[src/rtl/mul_scheduler.sv]
// mul_scheduler: round-robin arbiter and sequencer that feeds 32x32 multiply
// requests from two ports through one shared shift-add multiplier datapath.
module mul_scheduler #(
  parameter int TIMEOUT = 40
) (
  input  logic        clk,
  input  logic        reset,
  input  logic        req0_valid,
  output logic        req0_ready,
  input  logic [31:0] req0_a,
  input  logic [31:0] req0_b,
  input  logic        req1_valid,
  output logic        req1_ready,
  input  logic [31:0] req1_a,
  input  logic [31:0] req1_b,
  output logic        rsp_valid,
  input  logic        rsp_ready,
  output logic        rsp_id,
  output logic [63:0] rsp_product,
  output logic        rsp_overflow,
  output logic        rsp_timeout,
  output logic [31:0] dp_multiplicand,
  output logic [31:0] dp_multiplier,
  output logic        dp_reset,
  output logic        dp_load,
  output logic        dp_show_result,
  input  logic        dp_done,
  input  logic        dp_overflow,
  input  logic [64:0] dp_result
);

  localparam int CW = $clog2(TIMEOUT + 1);

  typedef enum logic [2:0] {
    IDLE,
    CLEAR,
    LOAD,
    RUN,
    READ,
    RESP
  } state_t;

  state_t        state;
  logic          rr;
  logic [31:0]   op_a;
  logic [31:0]   op_b;
  logic [CW-1:0] run_cnt;
  logic          grant_valid;
  logic          grant_id;
  logic          dp_result_unused;

  assign dp_result_unused = dp_result[64];

  always_comb begin
    // NOTE: every always_comb output gets a default first, so no path can
    // leave it unassigned and infer a latch.
    grant_valid = 1'b0;
    grant_id    = 1'b0;
    if (state == IDLE && !reset) begin
      if (req0_valid && req1_valid) begin
        grant_valid = 1'b1;
        grant_id    = rr;
      end else if (req0_valid || req1_valid) begin
        grant_valid = 1'b1;
        grant_id    = req1_valid;
      end
    end
  end

  assign req0_ready      = grant_valid && !grant_id;
  assign req1_ready      = grant_valid && grant_id;
  assign dp_multiplicand = op_a;
  assign dp_multiplier   = op_b;
  assign dp_reset        = reset || (state == CLEAR);
  assign dp_load         = (state == LOAD);
  // A timed-out operation passes through READ only to line up with the
  // normal response latency; its result is not read.
  assign dp_show_result  = (state == READ) && !rsp_timeout;
  assign rsp_valid       = (state == RESP);

  always_ff @(posedge clk) begin
    // NOTE: sequential state uses non-blocking assignments only, so every
    // register samples the pre-edge values of the others.
    if (reset) begin
      state        <= IDLE;
      rr           <= 1'b0;
      op_a         <= '0;
      op_b         <= '0;
      run_cnt      <= '0;
      rsp_id       <= 1'b0;
      rsp_product  <= '0;
      rsp_overflow <= 1'b0;
      rsp_timeout  <= 1'b0;
    end else begin
      case (state)
        IDLE: begin
          if (grant_valid) begin
            op_a         <= grant_id ? req1_a : req0_a;
            op_b         <= grant_id ? req1_b : req0_b;
            rsp_id       <= grant_id;
            rsp_product  <= '0;
            rsp_overflow <= 1'b0;
            rsp_timeout  <= 1'b0;
            rr           <= ~grant_id;
            state        <= CLEAR;
          end
        end
        CLEAR: state <= LOAD;
        LOAD: begin
          run_cnt <= '0;
          state   <= RUN;
        end
        RUN: begin
          run_cnt      <= run_cnt + CW'(1);
          rsp_overflow <= rsp_overflow | dp_overflow;
          if (dp_done) begin
            state <= READ;
          end else if (run_cnt == CW'(TIMEOUT - 1)) begin
            rsp_timeout <= 1'b1;
            state       <= READ;
          end
        end
        READ: begin
          if (!rsp_timeout) rsp_product <= dp_result[63:0];
          state <= RESP;
        end
        RESP: begin
          if (rsp_ready) state <= IDLE;
        end
        default: state <= IDLE;
      endcase
    end
  end

endmodule

[config.mk]
export PLATFORM = sky130hd
export DESIGN_NAME = mul_scheduler
export DESIGN_NICKNAME = d
export VERILOG_FILES = /design/src/rtl/mul_scheduler.sv
export SDC_FILE = /design/constraint.sdc
export NUM_CORES = 1
export LEC_CHECK = 0
export BUFFER_PORTS_ARGS = -buffer_cell sky130_fd_sc_hd__buf_2
export CAP_MARGIN = 25
export CORE_AREA = 4 4 129 131
export CTS_BUF_LIST = sky130_fd_sc_hd__clkbuf_16
export DETAILED_ROUTE_END_ITERATION = 8
export DIE_AREA = 0 0 133 135
export PLACE_DENSITY = 0.79
export SLEW_MARGIN = 20
export SYNTH_ARGS = -nofsm -noshare
export SYNTH_HDL_FRONTEND = slang
export SYNTH_SLANG_ARGS = --single-unit
[constraint.sdc]
create_clock -name clk -period 3.3 [get_ports clk]
set_clock_uncertainty 0.15 [all_clocks]
set_input_delay 0.33 -clock clk [delete_from_list [all_inputs] [get_ports clk]]
set_output_delay 0.33 -clock clk [all_outputs]
set_load 0.05 [all_outputs]
Word-level counts from Yosys, hierarchy flattened
Index checks and enable logic that the tools add are counted.
W data, S select, Z words.
- bits in registers: 141
- bits of input ports: 200
- output and inout port bits: 137
- logic and storage cells: 65
- $add $sub $neg: 1
- equal/unequal tests: 12
- multiplexer cells: 22
- bitwise operators: 2
- reduce and logical (&&, ||, !) cells: 19
- operators by type and width (kind ; number):
    $mux W64 ; 2
    $pmux W64 S2 ; 1
    $mux W32 ; 2
    $pmux W3 S6 ; 1
    $mux W3 ; 4
    $pmux W6 S2 ; 1
    $mux W1 ; 9
    $ne A2 B2 Y1 const B ; 4
    $add A6 B1 Y6 const B ; 1
    $eq A3 B2 Y1 const B ; 2
    $eq A3 B3 Y1 const B ; 2
    $eq A6 B6 Y1 const B ; 1
    $reduce_and A3 Y1 ; 2
    $reduce_bool A2 Y1 ; 3
    $logic_and A1 B1 Y1 ; 5
    $pmux W1 S2 ; 2
    $reduce_and A2 Y1 ; 2
    $reduce_and A4 Y1 ; 1
    $eq A3 B1 Y1 const B ; 1
    $logic_not A1 Y1 ; 3
    $logic_not A3 Y1 ; 1
    $ne A3 B3 Y1 const B ; 1
    $logic_or A1 B1 Y1 ; 2
    $ne A2 B1 Y1 const B ; 1
    other kinds (2) ; 2

Logic depth before layout (Yosys ltp)
- word-level depth: 6
- mapped depth: 6
- depth with buffers taken out: 4

Worst setup path before layout
No wires, ideal clock.
- path kind: register to register
- start: register rsp_timeout
- end: register rsp_product[0]
- library setup time: 120 ps
- arrival: 2872 ps
- data required time: 3030 ps
- setup slack: 158 ps
- cell stages (with the launch flop): 6
- path buffers: 2
- clock period less this slack: 3142 ps
- cells stage by stage: dfxtp_1 > nor4b_1 > a21oi_1 > buf_4 > buf_6 > mux2i_1
- word-level cells in the longest chain between the ends: 2
- RTL lines (what ; line ; source):
    start, declared ; 21 ; output logic rsp_timeout,
    start signal, assigned ; 93 ; rsp_timeout <= 1'b0;
    start signal, assigned ; 103 ; rsp_timeout <= 1'b0;
    start signal, assigned ; 119 ; rsp_timeout <= 1'b1;
    $ne A2 B2 Y1 (no source line) ; n/a ;
    $reduce_and A3 Y1 (no source line) ; n/a ;
    end signal, assigned ; 124 ; if (!rsp_timeout) rsp_product <= dp_result[63:0];
    end, declared ; 19 ; output logic [63:0] rsp_product,
No other way between the ends.
A chain may end at the register's enable or synchronous reset.

Worst setup path after layout
- start: register state[2]
- end: output port req1_ready
- word-level cells in the longest chain between the ends: 4
- elaborated cells between the ends (all ways): 5
- classes of those cells: mux (2); reduce/logical (3)
- RTL lines (what ; line ; source):
    start, declared ; 43 ; state_t state;
    start signal, assigned ; 85 ; state <= IDLE;
    start signal, assigned ; 105 ; state <= CLEAR;
    start signal, assigned ; 108 ; CLEAR: state <= LOAD;
    $logic_not A3 Y1 (*) ; 59 ; if (state == IDLE && !reset) begin
    $logic_and A1 B1 Y1 (*) ; 59 ;
    $mux W1 ; 59 ;
    $logic_and A1 B1 Y1 (*) ; 71 ; assign req1_ready = grant_valid && grant_id;
    end, declared ; 13 ; output logic req1_ready,
Mark *: on every way between the ends. The rest lies on a longest branch, timed or not.

==> results.tsv <==
metric	value	unit
Post-synth EDFFs	0	
post-synth top area share	0.462	
r2r startpoint	state[2]$_SDFFE_PP0P_	
worst setup path startpoint	state[2]$_SDFFE_PP0P_	
arrival time worst endpoint	2310	ps
Via density	5.11	
io pins	337	
TritonCTS clock tree	yes	
Setup CP Type	flip-flop to primary output	
CP Max Fanout	35	
Gates resized, CTS repair	0	
LEAKAGE	4.55	nW
syn_area_per_cell	10.3	sq um
DRT iter0 DRCs	315	
clock sink total	141	
routed vias	6199	
sequential-to-total area share from yosys stat	0.462	
cell depth of the worst setup path	3	
core area	15600	sq um
final setup margin	510	ps
pwr/cell area	556	nW/um^2
I/O Buffers	335	
largest net degree at the start of global routing	82	
Final Hold Vio Count	0	
Final Util	0.594	
most instantiated library cell after synthesis	dfxtp_1	
synthesized instance count	590	
P_int	3.38	mW
termination of the worst setup path	req1_ready	
Die ar.	18000	sq um
HPWL Detailed	13600	um
Root Driver	clkbuf_16	
min-delay worst type	primary input to flip-flop	
Worst setup SP type	flip-flop	
share of cells above drive strength 1	0.385	
FF-to-FF End	dp_multiplicand[17]$_SDFFE_PP0P_	
Crit. End Element	primary output	
largest area contributor in the netlist	dfxtp_1	
setup TNS	0	ps
unrepaired setup endpoints after global routing	false	
DR pass1 iterations	5	
status	complete, no violations	
Critical Path RT	2820	ps
asr flop ratio synth	0	
Worst Tran Pin Value	768	ps
Final setup viols	0	
Comb pwr share	0.270	
Final period util	0.845	
Worst Path Buf+Inv	1	
part of the power in registers	0.377	
Worst R2R Path Depth	5	
final WL	20500	um
Cell Rows	46	
slowest stage delay, CP	730	ps
Max-Cap Viols	0	
first-pass GRT wire length	31900	um
pre-CTS setup slack	808	ps
cell area after synthesis	6110	sq um
Skew-Pair Late Insertion Delay	410	ps
VDD IR max	325	uV
Syn-to-layout area delta	51.7	%
Post-synth top flop	dfxtp_1	
Slew HR	0.488	
total grt overflow	0	
final slew viol count	0	
clock group share of total power	0.353	
initial antenna violation count	2	
switching power of the nets	1.77	mW
vias in the first global route	6285	
Final #Nets	1182	
r2r setup slk	800	ps
Seq cells post-synth	141	
wire length per cell	16.9	um
Die W	133	um
CP top delay family	simple AND/OR/NAND/NOR gates	
post-synthesis cell type count	37	
minimum clock period	2790	ps
GRT Util Overall	0.220	
Min Hold Slack	17.2	ps
H-tree depth	4	
Syn Nets	791	
Placer Congestion	0.762	
CTS buffer count	17	
Post-DRT Antenna Nets	0	
Die H	135	um
Filler cells	1311	
sw frac	0.344	
CP max stage cell	and3_2	
Setup Fix Bufs, Post-CTS	0	
DRC Markers	0	
commonest cells in the synthesized netlist	141 x dfxtp_1, 70 x nand2b_1, 69 x nand2_1	
CTS Buffer Depth	2	
WHS Path Cells	3	
top post-synthesis cells by area	dfxtp_1 46%, mux2i_1 11%, a221o_1 10%	
Fmax	358	MHz
critical path, cell by cell	nor4_4 -> and3_2 -> buf_2	
Worst-path clk slew	60	ps
Syn. warnings	0	
Initial Util	0.391	
-- through the flow --
stage               total power, mW  cell area [sq um]  std cells
floorplan                      2.94               6110        590
global placement               3.27               7820       1090
detailed placement             3.28               7820       1090
CTS                            5.20               9250       1209
global route                   5.37               9270       1212
finish                         5.16               9270       1212
-- tightest hold or removal path, cell delays in order --
cell     delay (ps)
buf_2           100
nand2_1          50
mux2i_1          50
-- area by class of cell --
class	count	area (sq um)	area share
Tap cell	216	270	0.0292
Inverter	3	11.3	0.00122
Sequential cell	141	2820	0.305
Timing Repair Buffer	434	2670	0.288
Multi-Input combinational cell	384	2930	0.316
Clock inverter	15	138	0.0149
Clock buffer	17	425	0.0459
Antenna cell	2	5.00	0.000540
-- worst min-delay path by stage --
| stage | from | endpoint | slack, ps |
|---|---|---|---|
| floorplan | run_cnt[1]$_SDFFE_PP0P_ | run_cnt[1]$_SDFFE_PP0P_ | 300 |
| global placement | rsp_id$_SDFFE_PP0P_ | rsp_id$_SDFFE_PP0P_ | 280 |
| detailed placement | rsp_id$_SDFFE_PP0P_ | rsp_id$_SDFFE_PP0P_ | 290 |
| CTS | dp_result[25] | rsp_product[25]$_SDFFE_PP0P_ | 0.1 |
| global route | dp_result[20] | rsp_product[20]$_SDFFE_PP0P_ | 8 |
| finish | dp_result[25] | rsp_product[25]$_SDFFE_PP0P_ | 20 |
-- cells in the final DEF, fill, tap and decap left out, types with 3 or more instances in the layout --
| cell type | n |
|---|---|
| mux2i_1 | 65 |
| inv_1 | 3 |
| nor2_1 | 4 |
| buf_2 | 335 |
| and4_1 | 64 |
| clkinvlp_4 | 4 |
| or4_1 | 5 |
| nand2b_1 | 70 |
| inv_6 | 4 |
| buf_4 | 9 |
| nand2_1 | 68 |
| a221o_1 | 64 |
| o21ai_0 | 6 |
| dlygate4sd3_1 | 88 |
| clkinv_4 | 4 |
| nand3_1 | 3 |
| clkbuf_16 | 17 |
| dfxtp_1 | 141 |
| a21oi_1 | 8 |
-- power groups by stage --
stage,sequential (mW),combinational (mW),clock (mW)
floorplan,2.43,0.506,0
global placement,1.97,1.30,0
detailed placement,1.97,1.31,0
CTS,1.94,1.39,1.86
finish,1.95,1.39,1.82
global route,1.96,1.47,1.94
-- per-layer routing --
metal	up-vias	global-route usage	wire (um)
li1	2964	-	-
met1	2883	0.252	7960
met2	293	0.367	9910
met3	59	0.0712	1750
met4	0	0.114	890
met5	-	0	0
-- what timing repair did --
action,CTS,global route
hold endpoints to repair,87,1
endpoints found under the setup margin,0,0
hold buffers,87,1
-- registers in the layout, summed over array words and instances (netlist names) --
name,count
rsp_id,1
dp_multiplier,32
run_cnt,6
state,3
rsp_timeout,1
rsp_product,64
dp_multiplicand,32
rsp_overflow,1
rr,1
-- cells by family after synthesis --
kind of cell	synth area share
XOR/XNOR	0.00143
multiplexers	0.107
buffers and inverters	0.0629
adder cells (fa/ha/maj)	0.00205
AO/OA/AOI/OAI	0.129
flip-flops	0.462
AND/OR/NAND/NOR	0.236
Power figures use the tool's default switching activity.
